## src/rtl/scope_capture_ctrl_if.sv

```systemverilog
// Drained-sample stream from the capture controller toward the display/host path.
// master = controller (produces samples), slave = consumer (applies backpressure).
interface scope_capture_ctrl_if #(
  parameter int DW = 8
);
  logic [DW-1:0] out_data;
  logic [2:0]    out_ch;
  logic          out_valid;
  logic          out_ready;

  modport master (output out_data, output out_ch, output out_valid, input out_ready);
  modport slave  (input out_data, input out_ch, input out_valid, output out_ready);
endinterface

```

## src/rtl/scope_capture_ctrl.sv

```systemverilog
// One-shot acquisition sequencer: clear FIFOs, run ADCs, level-crossing trigger,
// post-trigger capture, then round-robin drain of all channel FIFOs onto one stream.
//
// state     | meaning
// S_IDLE    | waiting for arm, config registers hold last latched values
// S_CLEAR   | fifo_sclr held for CLR_CYCLES cycles, ADCs stopped
// S_PRIME   | ADCs running, first sample seeds the previous-sample register
// S_WAIT_TRIG | ADCs running, looking for the level crossing on the selected channel
// S_POST    | ADCs running, counting post-trigger samples
// S_DRAIN   | ADCs stopped, FIFOs emptied round-robin onto the output stream
// S_DONE    | one-cycle done pulse
module scope_capture_ctrl #(
  parameter int N_CH       = 4,
  parameter int DW         = 8,
  parameter int CW         = 10,
  parameter int CLR_CYCLES = 4
) (
  input  logic               clk,
  input  logic               rst,
  input  logic               arm,
  input  logic               abort,
  input  logic [2:0]         trig_sel,
  input  logic [DW-1:0]      trig_level,
  input  logic               trig_edge,
  input  logic [CW-1:0]      post_cnt,
  input  logic               live_valid,
  input  logic [N_CH*DW-1:0] live_data,
  input  logic [N_CH-1:0]    fifo_empty,
  input  logic [N_CH*DW-1:0] fifo_q,
  output logic [N_CH-1:0]    fifo_rdreq,
  output logic               fifo_sclr,
  output logic               adc_bg,
  output logic               busy,
  output logic               done,
  scope_capture_ctrl_if.master stream
);

  localparam int PW = (N_CH > 1) ? $clog2(N_CH) : 1;
  localparam int KW = (CLR_CYCLES > 1) ? $clog2(CLR_CYCLES) : 1;

  typedef enum logic [2:0] {
    S_IDLE, S_CLEAR, S_PRIME, S_WAIT_TRIG, S_POST, S_DRAIN, S_DONE
  } state_t;

  state_t        state, state_nxt;
  logic [2:0]    sel_q;
  logic [DW-1:0] level_q;
  logic          edge_q;
  logic [CW-1:0] post_q;
  logic [KW-1:0] clr_left;
  logic [CW-1:0] post_left;
  logic [DW-1:0] prev_q;
  logic [PW-1:0] ptr;

  logic [DW-1:0] cur;
  logic [DW-1:0] head;
  logic          head_empty;
  logic          trig_hit;
  logic [PW-1:0] ptr_wrap;
  logic          out_valid_c;
  logic          xfer;
  logic [N_CH-1:0] rdreq_c;
  logic          arm_ok;

  always_comb begin
    cur        = '0;
    head       = '0;
    head_empty = 1'b1;
    for (int k = 0; k < N_CH; k++) begin
      if (sel_q == 3'(k)) cur = live_data[k*DW +: DW];
      if (ptr == PW'(k)) begin
        head       = fifo_q[k*DW +: DW];
        head_empty = fifo_empty[k];
      end
    end
  end

  assign trig_hit = edge_q ? ((prev_q < level_q) && (cur >= level_q))
                           : ((prev_q > level_q) && (cur <= level_q));
  assign ptr_wrap = (ptr == PW'(N_CH - 1)) ? '0 : ptr + 1'b1;
  assign arm_ok   = (state == S_IDLE) && arm && !abort;

  always_comb begin
    state_nxt   = state;
    fifo_sclr   = 1'b0;
    adc_bg      = 1'b0;
    busy        = 1'b1;
    done        = 1'b0;
    out_valid_c = 1'b0;
    xfer        = 1'b0;
    rdreq_c     = '0;
    case (state)
      S_IDLE: begin
        busy = 1'b0;
        if (arm_ok) state_nxt = S_CLEAR;
      end
      S_CLEAR: begin
        fifo_sclr = 1'b1;
        if (clr_left == '0) state_nxt = S_PRIME;
      end
      S_PRIME: begin
        adc_bg = 1'b1;
        if (live_valid) state_nxt = S_WAIT_TRIG;
      end
      S_WAIT_TRIG: begin
        adc_bg = 1'b1;
        if (live_valid && trig_hit) state_nxt = (post_q == '0) ? S_DRAIN : S_POST;
      end
      S_POST: begin
        adc_bg = 1'b1;
        if (live_valid && (post_left <= CW'(1))) state_nxt = S_DRAIN;
      end
      S_DRAIN: begin
        out_valid_c = !head_empty;
        xfer        = out_valid_c && stream.out_ready && !abort;
        for (int k = 0; k < N_CH; k++) rdreq_c[k] = xfer && (ptr == PW'(k));
        if (&fifo_empty) state_nxt = S_DONE;
      end
      S_DONE: begin
        busy      = 1'b0;
        done      = 1'b1;
        state_nxt = S_IDLE;
      end
      default: state_nxt = S_IDLE;
    endcase
    if (abort && (state != S_IDLE)) state_nxt = S_IDLE;
  end

  assign fifo_rdreq       = rdreq_c;
  assign stream.out_valid = out_valid_c;
  assign stream.out_data  = (state == S_DRAIN) ? head : '0;
  assign stream.out_ch    = (state == S_DRAIN) ? 3'(ptr) : 3'd0;

  always_ff @(posedge clk or posedge rst) begin
    if (rst) begin
      state     <= S_IDLE;
      sel_q     <= '0;
      level_q   <= '0;
      edge_q    <= 1'b0;
      post_q    <= '0;
      clr_left  <= '0;
      post_left <= '0;
      prev_q    <= '0;
      ptr       <= '0;
    end else begin
      state <= state_nxt;
      if (arm_ok) begin
        sel_q    <= trig_sel;
        level_q  <= trig_level;
        edge_q   <= trig_edge;
        post_q   <= post_cnt;
        clr_left <= KW'(CLR_CYCLES - 1);
      end
      if ((state == S_CLEAR) && (clr_left != '0)) clr_left <= clr_left - 1'b1;
      if (live_valid && ((state == S_PRIME) || (state == S_WAIT_TRIG))) prev_q <= cur;
      if ((state == S_WAIT_TRIG) && live_valid && trig_hit) post_left <= post_q;
      // saturating: a zero count never wraps back to the top
      if ((state == S_POST) && live_valid && (post_left != '0)) post_left <= post_left - 1'b1;
      if (state != S_DRAIN) ptr <= '0;
      else if (!abort && (head_empty || xfer)) ptr <= ptr_wrap;
    end
  end

endmodule

```

## src/flat_wrapper.sv

```systemverilog
// flat-port wrapper written by rule: the top's interface ports become plain ports
module scope_capture_ctrl_flat 
#(
  parameter int N_CH       = 4,
  parameter int DW         = 8,
  parameter int CW         = 10,
  parameter int CLR_CYCLES = 4
)
  (clk, rst, arm, abort, trig_sel, trig_level, trig_edge, post_cnt, live_valid, live_data, fifo_empty, fifo_q, fifo_rdreq, fifo_sclr, adc_bg, busy, done, stream_out_data, stream_out_ch, stream_out_valid, stream_out_ready);
  scope_capture_ctrl_if #(.DW(DW)) stream_i ();
  input  logic clk;
  input  logic rst;
  input  logic arm;
  input  logic abort;
  input  logic [2:0] trig_sel;
  input  logic [DW-1:0] trig_level;
  input  logic trig_edge;
  input  logic [CW-1:0] post_cnt;
  input  logic live_valid;
  input  logic [N_CH*DW-1:0] live_data;
  input  logic [N_CH-1:0] fifo_empty;
  input  logic [N_CH*DW-1:0] fifo_q;
  output logic [N_CH-1:0] fifo_rdreq;
  output logic fifo_sclr;
  output logic adc_bg;
  output logic busy;
  output logic done;
  output wire logic [$bits(stream_i.out_data)-1:0] stream_out_data;
  output wire logic [$bits(stream_i.out_ch)-1:0] stream_out_ch;
  output wire logic [$bits(stream_i.out_valid)-1:0] stream_out_valid;
  input wire logic [$bits(stream_i.out_ready)-1:0] stream_out_ready;
  assign stream_out_data = stream_i.out_data;
  assign stream_out_ch = stream_i.out_ch;
  assign stream_out_valid = stream_i.out_valid;
  assign stream_i.out_ready = stream_out_ready;
  scope_capture_ctrl #(.N_CH(N_CH), .DW(DW), .CW(CW), .CLR_CYCLES(CLR_CYCLES)) u_core (.clk(clk), .rst(rst), .arm(arm), .abort(abort), .trig_sel(trig_sel), .trig_level(trig_level), .trig_edge(trig_edge), .post_cnt(post_cnt), .live_valid(live_valid), .live_data(live_data), .fifo_empty(fifo_empty), .fifo_q(fifo_q), .fifo_rdreq(fifo_rdreq), .fifo_sclr(fifo_sclr), .adc_bg(adc_bg), .busy(busy), .done(done), .stream(stream_i));
endmodule
```

## config.mk

```make
export PLATFORM = sky130hd
export DESIGN_NAME = scope_capture_ctrl_flat
export DESIGN_NICKNAME = d
export VERILOG_FILES = /design/src/rtl/scope_capture_ctrl_if.sv /design/src/rtl/scope_capture_ctrl.sv /design/src/flat_wrapper.sv
export SDC_FILE = /design/constraint.sdc
export NUM_CORES = 1
export LEC_CHECK = 0
export BUFFER_PORTS_ARGS = -buffer_cell sky130_fd_sc_hd__buf_2
export CAP_MARGIN = 10
export CORE_ASPECT_RATIO = 1.75
export CORE_UTILIZATION = 45
export DETAILED_ROUTE_END_ITERATION = 6
export GPL_TIMING_DRIVEN = 0
export PLACE_DENSITY = 0.75
export SKIP_CTS_REPAIR_TIMING = 1
export SYNTH_ARGS = -nofsm -noshare
export SYNTH_HDL_FRONTEND = slang
export SYNTH_SLANG_ARGS = --single-unit
```

## constraint.sdc

```tcl
create_clock -name clk -period 3 [get_ports clk]
set_input_delay 0.6 -clock clk [delete_from_list [all_inputs] [get_ports clk]]
set_output_delay 0.6 -clock clk [all_outputs]
set_load 0.1 [all_outputs]
```

# After elaboration in Yosys (flattened, before gate mapping)
# Cells that the tools add are included.
# word_totals
reg_bits,47
in_bits,96
word_cells,113
# op_classes
addsub,3
n_lt_le_gt_ge,5
eq_ne,19
n_mux,38
n_reduce_logical,39
# op_table
op,count
$mux 8,9
$mux 3,7
$logic_and 1x1->1,20
$mux 10,2
$pmux 3 s6,1
$eq 3x2->1 const B,4
$mux 1,12
$mux 2,6
$ne 3x1->1 const B,4
$le 10x1->1 const B,1
$logic_not 10->1,1
$reduce_bool 10->1,1
$sub 10x1->10 const B,1
$eq 3x3->1 const B,3
$ge 8x8->1,1
$gt 8x8->1,1
$le 8x8->1,1
$lt 8x8->1,1
$reduce_bool 2->1,4
$eq 3x1->1 const B,2
$logic_not 3->1,2
$ne 3x2->1 const B,2
$reduce_and 6->1,1
$eq 2x2->1 const B,2
other kinds (12),15

# Depth between registers and ports, before layout
# logic_depth
word_depth,13
ltp_mapped,11

# Least setup slack after synthesis
# Ideal clock, no wire load.
# synth_timing
path_kind,reg-to-output
from,register u_core.ptr[0]
to,output port fifo_rdreq[0]
t_arrival_ns,3.943
t_required_ns,2.400
setup_slack_ns,-1.543
stages_incl_launch_ff,11
n_path_buf,1
path_cell_list,dfrtp_1 -> inv_1 -> ha_1 -> nor2b_1 -> buf_2 -> a221oi_1 -> a211o_1 -> o21ai_1 -> nor2b_1 -> nor3b_2 -> and2_1
# synth_between
elab_chain_cells,10
word_cells_on_any_way,13
cone_classes,eq/ne (3); mux (5); reduce/logical (5)
# synth_rtl
element,line,text
start: declaration,scope_capture_ctrl.sv:53,logic [PW-1:0] ptr;
start signal: assignment,scope_capture_ctrl.sv:160,else if (!abort && (head_empty || xfer)) ptr <= ptr_wrap;
$logic_not 2->1,"scope_capture_ctrl.sv:71, scope_capture_ctrl.sv:116",
$mux 1 (4 in series),scope_capture_ctrl.sv:71,if (ptr == PW'(k)) begin
$logic_not 1->1,scope_capture_ctrl.sv:114,out_valid_c = !head_empty;
$logic_and 1x1->1 (2 in series),scope_capture_ctrl.sv:115,xfer = out_valid_c && stream.out_ready && !abort;
$logic_and 1x1->1 (*),scope_capture_ctrl.sv:116,for (int k = 0; k < N_CH; k++) rdreq_c[k] = xfer && (ptr == PW'(k));
$mux 4 (*),scope_capture_ctrl.sv:92,case (state)
end: declaration,flat_wrapper.sv:23,output logic [N_CH-1:0] fifo_rdreq;
# Every way passes the cells marked *; elsewhere a longest branch is shown, timed or not.

# Final worst setup path
# Ends and elaborated chain as after synthesis.

==> metrics <==
status finished, violations left; failing checks negative setup slack; relative slew slack 47.1%; Clock Path Buffers 2; hpwl dp 7210 um; Finished Layout Cells 579; pin count of the biggest net entering global routing 40; Final period util 101%; measured slew at the worst slew-check pin 786 ps; IO Count 116; Place WS -257 ps; quantity of I/O buffers inserted on ports 113; Fin Clk Skew 2.51 ps; routed len/inst 16.0 um; Synth async-reset ratio 100%; Max VDD drop 0.675 mV; vias per std cell 5.68; Worst Setup Start Kind flip-flop; global-route wire length before repair 14,100 um; worst-path fanout max 4; DR DRC count 0; vias post-DR 3,286; buffer and inverter count on the worst path 3; P_leak 2.14 nW; Min Hold Slack 219 ps; Inserted Diodes 0; FF+latch area 1180 um2; register bit count reported by yosys 47; Peak Freq 0.331 GHz; total CTS buffers 5; Final Worst Setup Slack -23.0 ps; initial antenna violation count 0; gr usage total 24.3%; Crit path arrival time 2420 ps; max incr delay on CP 450 ps; Syn Std Cell Area 3350 um2; Die W 67.2 um; sequential share of the synthesized area 35.2%; FILL cells 615; Mean Syn Cell Area 9.22 um2; CTS clk-pin slew, worst paths 60 ps; H-tree levels 2; Req. time, crit path 2400 ps; Setup Viol. Count Final 4; HP Class in -> async; final WL 9280 um; Ys Warns 0; maxcap violations 0; Multi-input gate area 2120 um2; Placer Congestion 0.835; vias in the first global route 3,274; clock root buffer clkbuf_16; Mapped Cells 363; total gr overflow 0; DRT iter0 DRCs 93; top_reg_cell synth dfrtp_1; post-route ant nets 0; most used cell, CP nor2b_4; Syn Nets 482; layout cell share with drive strength beyond 1 41.2%; Inst Count DP 563; P per Cell Area 843 nW/um2; critical path's top delay family simple AND/OR/NAND/NOR gates; Critical-path top delay cell dfrtp_2; library cells used by synthesis 52; CTS tree built; Worst Setup End Kind output pin; TritonRoute pass-1 iters 4; Die H 116 um; fin util 61.8%; Clock Sink Count 47; Fin. Hold Viols 0; min cycle time layout 3020 ps; Slew Viols, Final 0; row count 41; nets 611; Die ar. 7800 um2; initial core utilization 46.6%; Total Power 3.74 mW; RSZ-0062 raised after global routing yes; P&R area growth vs syn 32.6%; crit-path cells inv_2 -> ha_4 -> nor2b_4 -> buf_6 -> a221oi_2 -> a211o_1 -> o21ai_2 -> nor2b_4 -> nor3b_4 -> and2_4 -> buf_12; Post-synth EDFFs 0; core footprint 7180 um2; worst-skew pair later-pin latency 290 ps; critical setup path kind reg -> out
[cells by family after synthesis]
kind of cell / count (synthesis) / share of synthesized area (%)
adders and majority gates: 23 / 8.60
muxes: 34 / 14.0
DFF: 47 / 35.2
AOI/OAI and AO/OA: 89 / 18.3
other: 1 / 0.112
and+or+nand+nor: 130 / 19.2
buffers and inverters: 39 / 4.64
[cells in the final DEF, fill, tap and decap left out, types with 10 or more instances in the layout]
| master | count |
|---|---|
| buf_2 | 104 |
| dfrtp_1 | 45 |
| nor2_1 | 41 |
| a21oi_1 | 28 |
| mux2_2 | 22 |
| nand2_1 | 20 |
| ha_1 | 20 |
| inv_1 | 18 |
| o21ai_0 | 15 |
| nor2b_1 | 10 |
| buf_4 | 10 |
[metrics by stage]
stage                     setup TNS [ps]  instance area, um2
final                              -76.6                4440
after global routing                -490                4440
after CTS                          -4620                4250
after detailed placement           -2620                4110
after global placement             -1440                4090
after floorplan                     -426                3410
[routing by layer]
metal,vias to the layer above,global-route usage [%],wire [um]
met3,28,3.64,517
met5,-,0,0
met1,1536,21.9,3040
met4,0,11.9,391
li1,1578,-,-
met2,144,48.9,5340
[report_power, final]
| group | switching, mW | internal [mW] |
|---|---|---|
| logic | 1.13 | 0.897 |
| clock network | 0.233 | 0.308 |
| registers | 0.256 | 0.915 |
| total | 1.62 | 2.12 |
[synthesized netlist by cell type (all sizes together), types with 7 or more instances]
| cell type | number | area [um2] |
|---|---|---|
| nor2 | 49 | 184 |
| dfrtp | 47 | 1180 |
| a21oi | 30 | 154 |
| ha | 23 | 288 |
| inv | 22 | 82.6 |
| mux2 | 22 | 248 |
| nand2 | 21 | 81.3 |
| o21ai | 18 | 101 |
| nor2b | 13 | 88.8 |
| clkbuf | 11 | 41.3 |
| and2 | 8 | 50.1 |
| mux4 | 8 | 180 |
| nor3 | 8 | 40.0 |
| o221a | 8 | 90.1 |
| a22oi | 7 | 52.6 |
| nand4 | 7 | 43.8 |
[sequential cells by signal, indices dropped and copies added (netlist names)]
name and count:
u_core.prev_q 8, u_core.post_q 10, u_core.sel_q 3, u_core.edge_q 1, u_core.ptr 2, u_core.level_q 8
u_core.clr_left 2, u_core.state 3, u_core.post_left 10
[path summary, 6_finish.rpt]
check                                    from             endpoint  slack (ps)  depth (start not counted)
max in group asynchronous                 rst      u_core.sel_q[1]        2290                          3
min in group clk           u_core.clr_left[0]   u_core.clr_left[0]         480                          1
min reg2reg                u_core.clr_left[0]   u_core.clr_left[0]         480                          1
min                                       rst      u_core.state[1]         220                          2
max                             u_core.ptr[0]        fifo_rdreq[0]         -20                         11
max reg2reg                   u_core.sel_q[1]  u_core.post_left[9]         100                         10
[layout make-up]
cell class / count / share of cell area [%]
buffer: 15 / 1.89
clock buffer: 7 / 2.99
clock inverter: 1 / 0.113
inverter: 22 / 1.86
multi-input combinational: 278 / 47.7
sequential: 47 / 26.6
tap: 86 / 2.42
timing repair buffer: 123 / 16.5
Note: power is estimated with default switching activity, not from simulation.
